$ cat config.mk
export PLATFORM = sky130hd
export DESIGN_NAME = item_serializer
export DESIGN_NICKNAME = d
export VERILOG_FILES = /design/src/rtl/item_serializer.sv
export SDC_FILE = /design/constraint.sdc
export NUM_CORES = 1
export LEC_CHECK = 0
export CAP_MARGIN = 0
export CORE_MARGIN = 2
export CORE_UTILIZATION = 30
export CTS_CLUSTER_DIAMETER = 100
export DETAILED_ROUTE_END_ITERATION = 10
export GPL_TIMING_DRIVEN = 1
export PLACE_DENSITY_LB_ADDON = 0.12
export SYNTH_ARGS = -nofsm -noshare
export SYNTH_HDL_FRONTEND = slang
export SYNTH_SLANG_ARGS = --single-unit
$ cat constraint.sdc
create_clock -name clock -period 1.5 [get_ports clock]
set_input_delay 0.15 -clock clock [delete_from_list [all_inputs] [get_ports clock]]
set_output_delay 0.15 -clock clock [all_outputs]
set_load 0.01 [all_outputs]
$ cat src/rtl/item_serializer.sv
// item_serializer: accepts one wide word of ITEM_COUNT packed items per
// handshake and emits the items one per beat (item 0 first) on a narrow
// stream.
// The final beat of each word can overlap with accepting the next word,
// so back-to-back words stream without an idle cycle.
// Optional build macro ITEM_SERIALIZER_COUNT_EN adds an in_count port.
// in_count gives the number of valid items in the word; a value of 0
// means all ITEM_COUNT items are valid.
module item_serializer #(
  parameter int DATA_WIDTH = 8,
  parameter int ITEM_COUNT = 3
) (
  input  logic                             clock,
  input  logic                             reset,
  input  logic [DATA_WIDTH*ITEM_COUNT-1:0] in_data,
  input  logic                             in_valid,
  output logic                             in_ready,
  input  logic                             in_last,
`ifdef ITEM_SERIALIZER_COUNT_EN
  input  logic [$clog2(ITEM_COUNT+1)-1:0]  in_count,
`endif
  output logic [DATA_WIDTH-1:0]            out_data,
  output logic                             out_valid,
  input  logic                             out_ready,
  output logic                             out_last
);

  localparam int IDX_W = (ITEM_COUNT > 1) ? $clog2(ITEM_COUNT) : 1;
  localparam int CNT_W = $clog2(ITEM_COUNT + 1);

  typedef enum logic {IDLE, EMIT} state_t;

  state_t                         state_q, state_d;
  logic [DATA_WIDTH*ITEM_COUNT-1:0] word_q;
  logic [IDX_W-1:0]               index_q, index_d;
  logic [IDX_W-1:0]               final_q, final_d;
  logic                           last_q;
  logic                           at_final;
  logic                           accept;
  logic [DATA_WIDTH-1:0]          item;

  assign at_final = (index_q == final_q);
  assign accept   = in_valid & in_ready;

  // Index of the last item to emit for the word being offered.
`ifdef ITEM_SERIALIZER_COUNT_EN
  always_comb begin
    final_d = IDX_W'(ITEM_COUNT - 1);
    if (in_count != '0 && in_count <= CNT_W'(ITEM_COUNT))
      final_d = IDX_W'(in_count - 1'b1);
  end
`else
  assign final_d = IDX_W'(ITEM_COUNT - 1);
`endif

  // Handshake and stream outputs, all forced low while reset is held.
  always_comb begin
    in_ready  = !reset & ((state_q == IDLE) |
                          ((state_q == EMIT) & at_final & out_ready));
    out_valid = !reset & (state_q == EMIT);
    out_last  = out_valid & last_q & at_final;
    out_data  = reset ? '0 : item;
  end

  // Select item index_q out of the held word.
  always_comb begin
    item = '0;
    for (int k = 0; k < ITEM_COUNT; k++) begin
      if (index_q == IDX_W'(k))
        item = word_q[k*DATA_WIDTH +: DATA_WIDTH];
    end
  end

  // Next-state logic: advance through the word, reload or go idle.
  always_comb begin
    // NOTE: every signal driven here gets a default first so no path
    // leaves it unassigned, which would infer a latch.
    state_d = state_q;
    index_d = index_q;
    case (state_q)
      IDLE: begin
        if (accept) state_d = EMIT;
      end
      EMIT: begin
        if (out_ready) begin
          if (!at_final)   index_d = index_q + 1'b1;
          else if (accept) state_d = EMIT;
          else             state_d = IDLE;
        end
      end
      default: state_d = IDLE;
    endcase
    if (accept) index_d = '0;
  end

  // State register with synchronous reset.
  always_ff @(posedge clock) begin
    // NOTE: sequential state uses non-blocking assignments so every
    // register samples pre-edge values regardless of statement order.
    if (reset) begin
      state_q <= IDLE;
      index_q <= '0;
    end else begin
      state_q <= state_d;
      index_q <= index_d;
    end
  end

  // Word, last flag and final index are captured on every accepted word.
  always_ff @(posedge clock) begin
    // NOTE: the word register is cleared on reset so out_data starts from a
    // known value; it is a plain register, not a RAM, so this is cheap.
    if (reset) begin
      word_q  <= '0;
      last_q  <= 1'b0;
      final_q <= IDX_W'(ITEM_COUNT - 1);
    end else if (accept) begin
      word_q  <= in_data;
      last_q  <= in_last;
      final_q <= final_d;
    end
  end

endmodule

==> metrics.md <==
| Metric | Value |
|---|---|
| R2R Setup Slk | -360 ps |
| DRC violations left | 0 |
| # port buffers | 39 |
| WP buf/inv | 5 |
| Sequential power share | 0.429 |
| Design area | 0.00247 mm² |
| Pint | 1.48 mW |
| Number of cell rows | 25 |
| Leakage | 1.03 nW |
| Family with the most delay on the worst path | buffers and inverters |
| Maxcap violations | 0 |
| Clock Power Share | 0.313 |
| Starting Density | 0.311 |
| Worst-path cell chain | inv_2 > buf_6 > ha_4 > a21boi_4 > buf_12 > nor3b_4 > buf_6 > buf_8 > mux2_4 |
| Worst-path fanout max | 7 |
| Slowest stage delay, CP | 360 ps |
| Detail Placement HPWL | 2340 µm |
| Initial antenna violation count | 0 |
| Nature of the critical path startpoint | register |
| Worst-Margin Slew | 246 ps |
| TritonCTS clock tree | yes |
| CP Class | register to register |
| Gr ovfl total | 0 |
| Logic pwr share | 0.258 |
| Cell accounting for the most synthesized area | dfxtp_1 |
| NumNets Final | 230 |
| First DRT Iteration DRCs | 26 |
| # fillers | 399 |
| Critical Path AT | 2030 ps |
| Setup Slack @ Placement | -672 ps |
| Peak VDD IR | 0.369 mV |
| GP Congestion | 0.693 |
| Drt first pass iters | 2 |
| Hold Path Sink | state_q$_SDFF_PP0_ |
| Core area | 0.00469 mm² |
| Clock transition at the registers of the reported paths | 100 ps |
| Die Area | 0.00543 mm² |
| Worst skew pair latency | 280 ps |
| Mapped Area | 0.00146 mm² |
| Count leader, synth | nor2b_1 |
| DP Area | 0.00198 mm² |
| Slowest cell on crit path | dfxtp_4 |
| Worst Path Required | 1680 ps |
| Max clock buf depth | 2 |
| Pwr dens | 791 mW/mm² |
| All-Layer GR Usage | 0.148 |
| DRT Wirelength | 3870 µm |
| Slew margin rel. | 0.836 |
| IO Pins | 40 |
| Ranking of synthesized cells by area | dfxtp_1 (38%), mux2_4 (19%), nor2b_1 (15%), mux2_2 (5.4%), a221oi_1 (4.8%) |
| Clock Sinks | 28 |
| Vias/cell | 4.69 |
| Number of global-route vias before repair | 1233 |
| CTS buffer count | 3 |
| Post-synthesis sequential area ratio | 0.385 |
| Switch Pwr | 0.478 mW |
| Reg2Reg Launch Point | index_q[0]$_SDFFE_PP0P_ |
| Final Cycle Share | 1.24 |
| Final Max Slew Viols | 0 |
| Number of synthesis warnings | 0 |
| Min-delay src | reset |
| Failing checks | negative setup slack |
| Area Growth Syn to Fin | 69.7% |
| Min-delay worst type | input pin to register |
| Layout cells sized above 1 | 0.538 |
| Clock skew | 5.96 ps |
| Syn Nets | 163 |
| Share of the synthesized area in the top cell type | 0.385 |
| Period minus WS final | 1860 ps |
| H-tree depth | 1 |
| Sw frac | 0.244 |
| Final setup viols | 37 |
| Post-synth EDFFs | 0 |
| Top cells by instance count after synthesis | nor2b_1 (35), dfxtp_1 (28), mux2_4 (18), nor3_1 (10), a221oi_1 (8) |
| Die Y-Extent | 73.7 µm |
| Hold Crit Depth | 3 |
| End of the worst register-to-register path | word_q[0]$_SDFFE_PP0P_ |
| Number of diodes | 0 |
| CP most frequent cell | buf_6 |
| Max Fclk | 539 MHz |
| Final hold vios | 0 |
| Unrepaired setup endpoints after global routing | yes |
| Clk root buf | clkbuf_8 |
| Synth unique cells | 20 |
| Asr flop ratio synth | 0 |
| Reg2reg path depth | 9 |
| Setup crit end kind | register |
| Overall power | 1.96 mW |
| WL/cell | 15.4 µm |
| Status | finished with violations |
| First-pass GRT wire length | 6130 µm |
| Setup ws final | -356 ps |
| Mean Syn Cell Area | 11.1 µm² |
| Die width | 73.7 µm |
| Pin count of the biggest net entering global routing | 22 |
| Antenna Nets Post-Route | 0 |
| Top FF cell, synth | dfxtp_1 |
| Cells after Synth | 131 |
| Number of synthesized register bits | 28 |
| DR vias | 1178 |
## sequential cells by signal (all words and copies together), names as in the netlist
signal	count
word_q	24
state_q	1
index_q	2
last_q	1
## power by group through the flow
stage / Clock, mW / Combinational, mW / Sequential, mW
6_report: 0.613 / 0.506 / 0.839
5_1_grt: 0.655 / 0.539 / 0.844
3_3_place_gp: 0 / 0.357 / 0.839
4_1_cts: 0.621 / 0.494 / 0.837
2_1_floorplan: 0 / 0.215 / 0.831
3_5_place_dp: 0 / 0.363 / 0.839
## placed cells by master, fill, tap and decap left out, types with 2 or more instances in the layout
cell,synthesis,routed
nor2b_1,35,30
clkdlybuf4s50_1,0,27
dfxtp_1,28,26
mux2_4,18,25
buf_4,0,16
buf_6,2,13
nor3_2,0,9
buf_2,4,9
a221oi_4,0,5
nor2b_4,0,4
buf_12,1,4
a221oi_2,0,3
clkbuf_8,0,3
inv_2,0,2
nor2_1,3,2
ha_4,0,2
dlygate4sd2_1,0,2
buf_8,1,2
## final cells by class
type	instances	area [µm²]	area share
repair buffers	73	709	0.287
clock buffers	3	41.3	0.0167
multi-input cells	90	1050	0.425
inverters	2	7.51	0.00303
flip-flops and latches	28	566	0.229
clock inverters	1	30.0	0.0121
well taps	54	67.6	0.0273
## tightest hold or removal path, stage by stage
cell and delay, ps:
dlygate4sd2_1 300, buf_12 200, nor2_1 60
## per-layer routing
metal  vias to the layer above  global-route usage  share of wire
met5                         -                   0              0
met4                         0              0.0242         0.0039
met3                         2              0.0384          0.040
met2                        22               0.255           0.51
li1                        584                   -              -
met1                       570               0.189           0.45
## how the worst max path moves through the flow
stage	slack, ps	cells after the start	start	endpoint
floorplan	-80	8	index_q[0]$_SDFFE_PP0P_	word_q[10]$_SDFFE_PP0P_
global placement	-640	6	index_q[1]$_SDFFE_PP0P_	out_data[1]
detailed placement	-670	6	index_q[1]$_SDFFE_PP0P_	out_data[1]
finish	-360	9	index_q[0]$_SDFFE_PP0P_	word_q[0]$_SDFFE_PP0P_
global route	-430	9	index_q[0]$_SDFFE_PP0P_	word_q[0]$_SDFFE_PP0P_
CTS	-340	8	index_q[0]$_SDFFE_PP0P_	out_data[2]
## kinds of logic after synthesis
logic type,after synthesis,share of synthesized area
buffers and inverters,13,0.0661
adders and majority gates,3,0.0258
DFF,28,0.385
muxes,26,0.246
AOI/OAI and AO/OA,9,0.0609
xor gates and xnor gates,1,0.00601
and+or+nand+nor,51,0.210
## what timing repair did
| item | CTS | global route |
|---|---|---|
| cloned | 2 | 0 |
| resized for setup | 82 | 16 |
| hold buffers | 0 | 0 |
| pin swaps | 17 | 9 |
| setup endpoints to repair | 38 | 37 |
| setup buffers | 21 | 5 |
## through the flow
stage           util  hold WS [ps]  TNS (ps)  std cells
3_3_place_gp   0.422           594    -11770        222
2_1_floorplan      -           271     -1260        131
6_report       0.527           459    -11430        251
3_5_place_dp   0.422           596    -12740        222
5_1_grt        0.527           460    -13910        251
4_1_cts        0.520           466    -10530        249
Power figures use the tool's default switching activity.
